===== src/rtl/seven_seg_pkg.sv =====
// Shared types and constants for the multiplexed seven-segment scanner.
// Segment vectors are ordered {g,f,e,d,c,b,a} and are active low.
package seven_seg_pkg;

  // Scan FSM states: anodes dark between digits, then one digit driven.
  typedef enum logic {
    BLANK = 1'b0,
    DRIVE = 1'b1
  } scan_state_e;

  // All segments off (active low).
  localparam logic [6:0] SEG_OFF = 7'h7F;

  // Nibble to active-low segment pattern, indexed by the hex value.
  localparam logic [6:0] SEG_DECODE [16] = '{
    7'b1000000,  // 0
    7'b1111001,  // 1
    7'b0100100,  // 2
    7'b0110000,  // 3
    7'b0011001,  // 4
    7'b0010010,  // 5
    7'b0000010,  // 6
    7'b1111000,  // 7
    7'b0000000,  // 8
    7'b0010000,  // 9
    7'b0001000,  // A
    7'b0000011,  // b
    7'b1000110,  // C
    7'b0100001,  // d
    7'b0000110,  // E
    7'b0001110   // F
  };

endpackage


===== src/rtl/hex_to_seg7.sv =====
// Combinational hex nibble to active-low seven-segment decoder.
module hex_to_seg7
  import seven_seg_pkg::*;
(
  input  logic [3:0] nibble_in,
  output logic [6:0] seg_out
);

  // Straight table lookup; every nibble value has a glyph.
  always_comb begin
    seg_out = SEG_DECODE[nibble_in];
  end

endmodule


===== src/rtl/seven_seg_scanner.sv =====
// Time-multiplexed scanner for a common-anode multi-digit 7-segment display.
// The slow scan clock from the divider is treated as data: it is synchronized,
// edge-detected, and each rising edge advances the display by one digit.
// Display data is captured once per frame so a frame never shows mixed values.
module seven_seg_scanner
  import seven_seg_pkg::*;
#(
  parameter int NUM_DIGITS   = 4,
  parameter int BLANK_CYCLES = 16
) (
  input  logic                    CLK_IN,
  input  logic                    RST_IN,
  input  logic                    SCAN_CLK_IN,
  input  logic [4*NUM_DIGITS-1:0] VALUE_IN,
  input  logic [NUM_DIGITS-1:0]   DP_IN,
  input  logic [NUM_DIGITS-1:0]   DIGIT_EN_IN,
  input  logic                    LZB_IN,
  output logic [NUM_DIGITS-1:0]   AN_OUT,
  output logic [6:0]              SEG_OUT,
  output logic                    DP_OUT,
  output logic                    FRAME_OUT
);

  localparam int IDX_W = $clog2(NUM_DIGITS);
  localparam int CNT_W = (BLANK_CYCLES < 2) ? 1 : $clog2(BLANK_CYCLES + 1);
  localparam logic [IDX_W-1:0] LAST_IDX = IDX_W'(NUM_DIGITS - 1);
  localparam logic [CNT_W-1:0] CNT_LOAD = CNT_W'(BLANK_CYCLES);

  // Scan clock synchronizer and edge-detect history.
  logic sync1_q, sync1_d;
  logic sync2_q, sync2_d;
  logic scan_prev_q, scan_prev_d;

  // Scan FSM state.
  scan_state_e      state_q, state_d;
  logic [IDX_W-1:0] index_q, index_d;
  logic [CNT_W-1:0] cnt_q, cnt_d;

  // Per-frame shadow copy of the display inputs.
  logic [4*NUM_DIGITS-1:0] value_sh_q, value_sh_d;
  logic [NUM_DIGITS-1:0]   dp_sh_q, dp_sh_d;
  logic [NUM_DIGITS-1:0]   en_sh_q, en_sh_d;
  logic                    lzb_sh_q, lzb_sh_d;

  // Registered display outputs.
  logic [NUM_DIGITS-1:0] an_q, an_d;
  logic [6:0]            seg_q, seg_d;
  logic                  dp_q, dp_d;
  logic                  frame_q, frame_d;

  // Derived combinational signals.
  logic                  step;
  logic                  last_digit;
  logic [3:0]            cur_nibble;
  logic [6:0]            dec_seg;
  logic                  zero_run;
  logic [NUM_DIGITS-1:0] lz_blank;
  logic                  visible;

  // The divided clock is an asynchronous level here, so resynchronize it
  // and keep one extra sample to compare against for rising-edge detection.
  always_comb begin
    sync1_d     = SCAN_CLK_IN;
    sync2_d     = sync1_q;
    scan_prev_d = sync2_q;
  end

  assign step       = sync2_q & ~scan_prev_q;
  assign last_digit = (index_q == LAST_IDX);
  assign cur_nibble = value_sh_q[{index_q, 2'b00} +: 4];

  hex_to_seg7 u_hex_to_seg7 (
    .nibble_in (cur_nibble),
    .seg_out   (dec_seg)
  );

  // Leading-zero mask: walk down from the top digit while every nibble seen
  // so far is zero; digit 0 always stays lit so a zero value still shows "0".
  always_comb begin
    zero_run = 1'b1;
    lz_blank = '0;
    for (int i = NUM_DIGITS - 1; i >= 0; i--) begin
      zero_run = zero_run & (value_sh_q[4*i +: 4] == 4'h0);
      if (i != 0) begin
        lz_blank[i] = lzb_sh_q & zero_run;
      end
    end
  end

  assign visible = en_sh_q[index_q] & ~lz_blank[index_q];

  // Next-state logic: a step always wins and restarts the blanking gap; the
  // outputs are computed for the state being entered so they land together.
  always_comb begin
    state_d    = state_q;
    index_d    = index_q;
    cnt_d      = cnt_q;
    value_sh_d = value_sh_q;
    dp_sh_d    = dp_sh_q;
    en_sh_d    = en_sh_q;
    lzb_sh_d   = lzb_sh_q;
    frame_d    = 1'b0;
    an_d       = '1;
    seg_d      = SEG_OFF;
    dp_d       = 1'b1;

    if (step) begin
      index_d = last_digit ? '0 : index_q + 1'b1;
      state_d = BLANK;
      cnt_d   = CNT_LOAD;
      if (last_digit) begin
        value_sh_d = VALUE_IN;
        dp_sh_d    = DP_IN;
        en_sh_d    = DIGIT_EN_IN;
        lzb_sh_d   = LZB_IN;
        frame_d    = 1'b1;
      end
    end else begin
      if (state_q == BLANK) begin
        if (cnt_q == '0) begin
          state_d = DRIVE;
        end else begin
          cnt_d = cnt_q - 1'b1;
        end
      end
      if ((state_d == DRIVE) && visible) begin
        an_d[index_q] = 1'b0;
        seg_d         = dec_seg;
        dp_d          = ~dp_sh_q[index_q];
      end
    end
  end

  // All state and outputs register here; reset parks the scan on the last
  // digit so the very first step wraps and latches a fresh frame.
  always_ff @(posedge CLK_IN) begin
    if (RST_IN) begin
      sync1_q     <= 1'b0;
      sync2_q     <= 1'b0;
      scan_prev_q <= 1'b0;
      state_q     <= BLANK;
      index_q     <= LAST_IDX;
      cnt_q       <= '0;
      value_sh_q  <= '0;
      dp_sh_q     <= '0;
      en_sh_q     <= '0;
      lzb_sh_q    <= 1'b0;
      an_q        <= '1;
      seg_q       <= SEG_OFF;
      dp_q        <= 1'b1;
      frame_q     <= 1'b0;
    end else begin
      sync1_q     <= sync1_d;
      sync2_q     <= sync2_d;
      scan_prev_q <= scan_prev_d;
      state_q     <= state_d;
      index_q     <= index_d;
      cnt_q       <= cnt_d;
      value_sh_q  <= value_sh_d;
      dp_sh_q     <= dp_sh_d;
      en_sh_q     <= en_sh_d;
      lzb_sh_q    <= lzb_sh_d;
      an_q        <= an_d;
      seg_q       <= seg_d;
      dp_q        <= dp_d;
      frame_q     <= frame_d;
    end
  end

  assign AN_OUT    = an_q;
  assign SEG_OUT   = seg_q;
  assign DP_OUT    = dp_q;
  assign FRAME_OUT = frame_q;

endmodule


===== config.mk =====
export PLATFORM = sky130hd
export DESIGN_NAME = seven_seg_scanner
export DESIGN_NICKNAME = d
export VERILOG_FILES = /design/src/rtl/seven_seg_pkg.sv /design/src/rtl/hex_to_seg7.sv /design/src/rtl/seven_seg_scanner.sv
export SDC_FILE = /design/constraint.sdc
export NUM_CORES = 1
export LEC_CHECK = 0
export CORE_MARGIN = 10
export CORE_UTILIZATION = 47
export CTS_CLUSTER_DIAMETER = 150
export DETAILED_ROUTE_END_ITERATION = 6
export GPL_TIMING_DRIVEN = 0
export PLACE_DENSITY = 0.76
export SYNTH_ARGS = -nofsm -noshare
export SYNTH_HDL_FRONTEND = slang
export SYNTH_HIERARCHICAL = 1
export SYNTH_SLANG_ARGS = --single-unit

===== constraint.sdc =====
create_clock -name CLK_IN -period 2.1 [get_ports CLK_IN]
set_input_delay 0.315 -clock CLK_IN [delete_from_list [all_inputs] [get_ports CLK_IN]]
set_output_delay 0.315 -clock CLK_IN [all_outputs]
set_load 0.01 [all_outputs]

==> Word-level counts from Yosys, hierarchy flattened <==
Memories as Yosys holds them, arrays and structs flattened. A register that Yosys moved wholly into a read port is not among the register bits.
Cells that the tools add are included.
{ "word_totals": {"regBits": 42, "rom_bits": 112, "inputBits": 28, "output_inout_bits": 13, "wordCells": 67, "mem_count": 1} }
{ "mem_list": {"columns": ["memory", "depth", "word_bits", "read_ports", "rd_ports_with_merged_regs", "write_ports", "line", "text"], "rows": [
  ["(no name shown)", 16, 7, 1, 1, 0, "hex_to_seg7.sv:11", "seg_out = SEG_DECODE[nibble_in];"]
]} }
{ "op_classes": {"addsub": 2, "order_cmp": 2, "n_eq_ne": 3, "shifts": 1, "mux": 16, "bitwise_logic": 16, "reduce_logical": 12} }
{ "op_table": {"columns": ["operator", "count"], "rows": [
  ["$shiftx 16x5->4", 1],
  ["$mux 5", 3],
  ["$logic_not 4->1", 3],
  ["$mux 1", 8],
  ["$and 1x1->1", 7],
  ["$not 1->1", 7],
  ["$bmux 1 s2", 3],
  ["$reduce_and 2->1", 3],
  ["$logic_not 5->1", 1],
  ["$not 4->5", 1],
  ["$sub 5x1->5 const B", 1],
  ["$not 4->4", 1],
  ["$reduce_or 2->1", 2],
  ["$lt 2x3->1 const B", 1],
  ["$reduce_or 3->1", 1],
  ["$add 2x1->2 const B", 1],
  ["$demux 1 s2", 1],
  ["$eq 2x2->1 const B", 1],
  ["$ge 2x1->1 const B", 1],
  ["$logic_and 1x1->1", 2],
  ["$mux 2", 1],
  ["$ne 2x1->1 const B", 1],
  ["$ne 2x2->1 const B", 1]
]} }

==> Longest topological paths before layout <==
{ "depth": {"depth_word": 11, "mapped_depth": 9, "ltp_nobuf": 8} }

==> Cells and area by module <==
Netlist, hierarchy kept.
{ "by_module_without_submodules": {"columns": ["module", "n_inst", "cells_per_inst", "area_per_inst_um2", "seq_area_each_um2"], "rows": [
  ["seven_seg_scanner", 1, 211, 2001.9, 980.9],
  ["hex_to_seg7", 1, 35, 247.7, 0.0]
]} }

==> Worst setup path after synthesis <==
Ideal clock, no wire load.
{ "synth_path": {"path_type": "flip-flop to flip-flop", "from": "register index_q[0]", "to": "register seg_q[3], in the netlist SEG_OUT[3]", "setup_time_ps": 127, "arrival_time_ps": 1918, "required_ps": 1973, "setup_slack_ps": 55, "path_stages_with_launch": 9, "path_cell_list": "dfxtp_1 -> buf_6 -> mux4_2 -> ha_1 -> or2_2 -> a21oi_1 -> a31oi_1 -> inv_1 -> o211ai_2"} }
{ "synth_rtl": {"columns": ["element", "line", "text"], "rows": [
  ["start, declared", "seven_seg_scanner.sv:36", "logic [IDX_W-1:0] index_q, index_d;"],
  ["start signal, assigned", "seven_seg_scanner.sv:157", "index_q <= index_d;"],
  ["$shiftx 16x5->4", "seven_seg_scanner.sv:70", "assign cur_nibble = value_sh_q[{index_q, 2'b00} +: 4];"],
  ["net cur_nibble[0]", "seven_seg_scanner.sv:54", "logic [3:0] cur_nibble;"],
  ["$not 4->5 (not written as such)", "hex_to_seg7.sv:11", null],
  ["end, declared", "seven_seg_scanner.sv:47", "logic [6:0] seg_q, seg_d;"]
]} }
The timed path passes the listed nets, and every way through them passes these cells. The select of a mux whose other input is x is not followed.
A chain may end at the register's enable or synchronous reset.

==> Worst setup path after layout <==
{ "layout_path": {"from": "register index_q[1]", "to": "register seg_q[3], in the netlist SEG_OUT[3]"} }
Same word-level chain as after synthesis.

==> flow_summary.json <==
{
  "run_status": "finished, final reports clean",
  "fillers": 426,
  "power_w": 0.00215,
  "arrival_ns": 2.13,
  "drtIter0Drc": 85,
  "peakVddDrop_v": 0.000385,
  "avgRoutedWirePerCell_um": 13.1,
  "critPathKind": "flip-flop to flip-flop",
  "antenna_left": 0,
  "core_um2": 4690,
  "cts_tree": "built",
  "antenna_found_initial": 0,
  "grt_pass1_wl_mm": 7.78,
  "synth.distinct_cells": 36,
  "grt_overflow": 0,
  "synthTopCellsByArea": "dfxtp_1, nand2_1, a21oi_1",
  "track_usage_pct": 12.2,
  "whs_path_depth": 1,
  "r2r_start": "index_q[1]",
  "cts-htree-levels": 2,
  "cp_slowest_cell": "mux4_2",
  "clk_pin_slew_ns": 0.10,
  "yosys.area.top_type": "dfxtp_1",
  "setup_viol_count_final": 0,
  "ys.flop_type": "dfxtp_1",
  "postCtsHoldBufs": 0,
  "tightest_slew_ns": 0.475,
  "fmax_ghz": 0.514,
  "pre_cts_slack_ns": -0.0863,
  "die_y_um": 89.2,
  "start_kind": "flip-flop",
  "synth_nets": 286,
  "maxCapViolCount": 0,
  "hold_path_class": "flip-flop to flip-flop",
  "yosysMostFrequentCell": "nand2_1",
  "cp.required_ns": 2.28,
  "numCtsBuffers": 5,
  "dr.pass1.iters": 4,
  "numClockSinks": 49,
  "hold_start": "sync1_q",
  "r2r-end": "SEG_OUT[3]",
  "grt_pass1_vias": 1767,
  "min_period_over_period_pct": 92.6,
  "vias_per_cell": 5.08,
  "path_max_fanout": 10,
  "postSynthRegisterBits": 49,
  "final_util_pct": 61.0,
  "wl_mm": 4.61,
  "cts_root_buf": "clkbuf_8",
  "synth_warnings": 6,
  "maxSlewViolCount": 0,
  "synth_edf_count": 0,
  "io_buffers": 40,
  "max_stage_delay_ns": 0.38,
  "reg2reg_slack_ns": 0.15,
  "start_util_pct": 47.9,
  "whs_endpoint": "scan_prev_d",
  "synth_cells": 246,
  "async_flop_share_pct": 0,
  "fin_skew_ns": 0.0117,
  "die_area_um2": 7950,
  "area_growth_pct": 27.3,
  "cp_num_buf_inv": 2,
  "yosys-top-cells-count": "nand2_1, dfxtp_1, a21oi_1",
  "layout.nets": 337,
  "power_density_nw_per_um2": 749,
  "synth.top_cell.area_share_pct": 43.6,
  "grt_max_degree": 17,
  "ios": 41,
  "core.rowCount": 25,
  "die_w_um": 89.2,
  "layout_min_cycle_time_ns": 1.95,
  "p_leak_nw": 1.08,
  "yosysSeqAreaShare_pct": 43.6,
  "gp_congestion": 0.811,
  "rsz0062_at_grt": "no",
  "diodes": 0,
  "fin_ws_ns": 0.155,
  "dpl.hpwl_mm": 3.55,
  "drt_drc_violations_left": 0,
  "path_cells": "clkbuf_4 > mux4_2 > ha_1 > or2_2 > a21oi_1 > a31oi_1 > inv_1 > o211ai_2",
  "syn_avg_cell_area_um2": 9.14,
  "end_kind": "flip-flop",
  "relSlewSlack_pct": 68.3,
  "syn_area_um2": 2250,
  "clockBufferDepth": 2,
  "finalHoldViolCount": 0,
  "reg2regPathDepth": 8,
  "clock_latency_ns": 0.31,
  "cp_top_family": "multiplexers",
  "num_vias": 1787,
  "drive_above_1_share_pct": 14.1
}
[layer usage]
layer / share of wire, % / up-vias / track usage, %
li1: - / 945 / -
met1: 48 / 800 / 14.8
met2: 45 / 37 / 19.7
met3: 6.1 / 5 / 3.83
met4: 1.4 / 0 / 4.77
met5: 0 / - / 0
[worst max path at each step]
stage	from	end	cells after the start
floorplan	index_q[0]	SEG_OUT[3]	8
global placement	index_q[0]	SEG_OUT[3]	8
detailed placement	index_q[0]	SEG_OUT[3]	8
CTS	index_q[0]	SEG_OUT[3]	7
global route	index_q[1]	SEG_OUT[3]	8
finish	index_q[1]	SEG_OUT[3]	8
[stage by stage]
step	instances	hold slack (ns)	setup TNS (ns)	area, µm²
after global placement	340	0.420	-0.130	2720
after detailed placement	340	0.430	-0.147	2720
after floorplan	246	0.387	0	2250
after global routing	352	0.467	0	2860
after CTS	349	0.454	0	2840
final	352	0.448	0	2860
[cells in the final DEF (no fill, tap or decap), drive strengths merged, types with 2 or more instances in the layout]
master / netlist / routed
nand2: 58 / 58
dfxtp: 49 / 49
clkdlybuf4s50: 0 / 40
a21oi: 32 / 32
inv: 16 / 17
o211ai: 14 / 14
clkbuf: 7 / 13
ha: 12 / 12
buf: 9 / 12
o21ai: 8 / 8
mux4: 6 / 6
nor4: 3 / 3
or3: 3 / 3
nor2b: 3 / 3
nor2: 3 / 3
nand2b: 2 / 2
or4: 2 / 2
mux2i: 2 / 2
o22ai: 2 / 2
[power by group]
group	switching, W	leakage, nW	total (W)	internal (W)
Clock	0.000321	0.0585	0.000678	0.000357
Combinational	0.000209	0.619	0.000425	0.000216
Sequential	0.0000511	0.399	0.00104	0.000991
Total	0.000581	1.08	0.00215	0.00156
[sequential cells by signal, indices dropped and copies added (netlist names)]
signal       count
en_sh_q          4
state_q          1
cnt_q            5
scan_prev_q      1
DP_OUT           1
dp_sh_q          4
index_q          2
lzb_sh_q         1
FRAME_OUT        1
SEG_OUT          7
sync1_q          1
value_sh_q      16
scan_prev_d      1
AN_OUT           4
[cells by family (layout without fill, tap and decap cells)]
family                   after synthesis  after routing  synth area share [%]
adder cells (fa/ha/maj)               12             12                  6.67
AND/OR/NAND/NOR                       81             81                  16.7
multiplexers                           9              9                  7.40
flip-flops                            49             49                  43.6
AO/OA/AOI/OAI                         63             63                  19.0
buffers and inverters                 32             84                  6.67
[cell type report]
cell class | instances | area [µm²] | share of cell area [%]
inverters | 16 | 60.1 | 2.10
repair buffers | 45 | 438 | 15.3
multi-input cells | 165 | 1120 | 39.1
plain buffers | 15 | 81.3 | 2.84
flip-flops and latches | 49 | 985 | 34.4
clock buffers | 5 | 68.8 | 2.40
well taps | 54 | 67.6 | 2.36
clock inverters | 3 | 43.8 | 1.53
[repair_timing]
action                                  CTS  global route
buffers inserted                          2             3
endpoints found under the setup margin    3             2
gates resized for setup                   2             1
No activity file was read; power rests on OpenSTA's default activity.
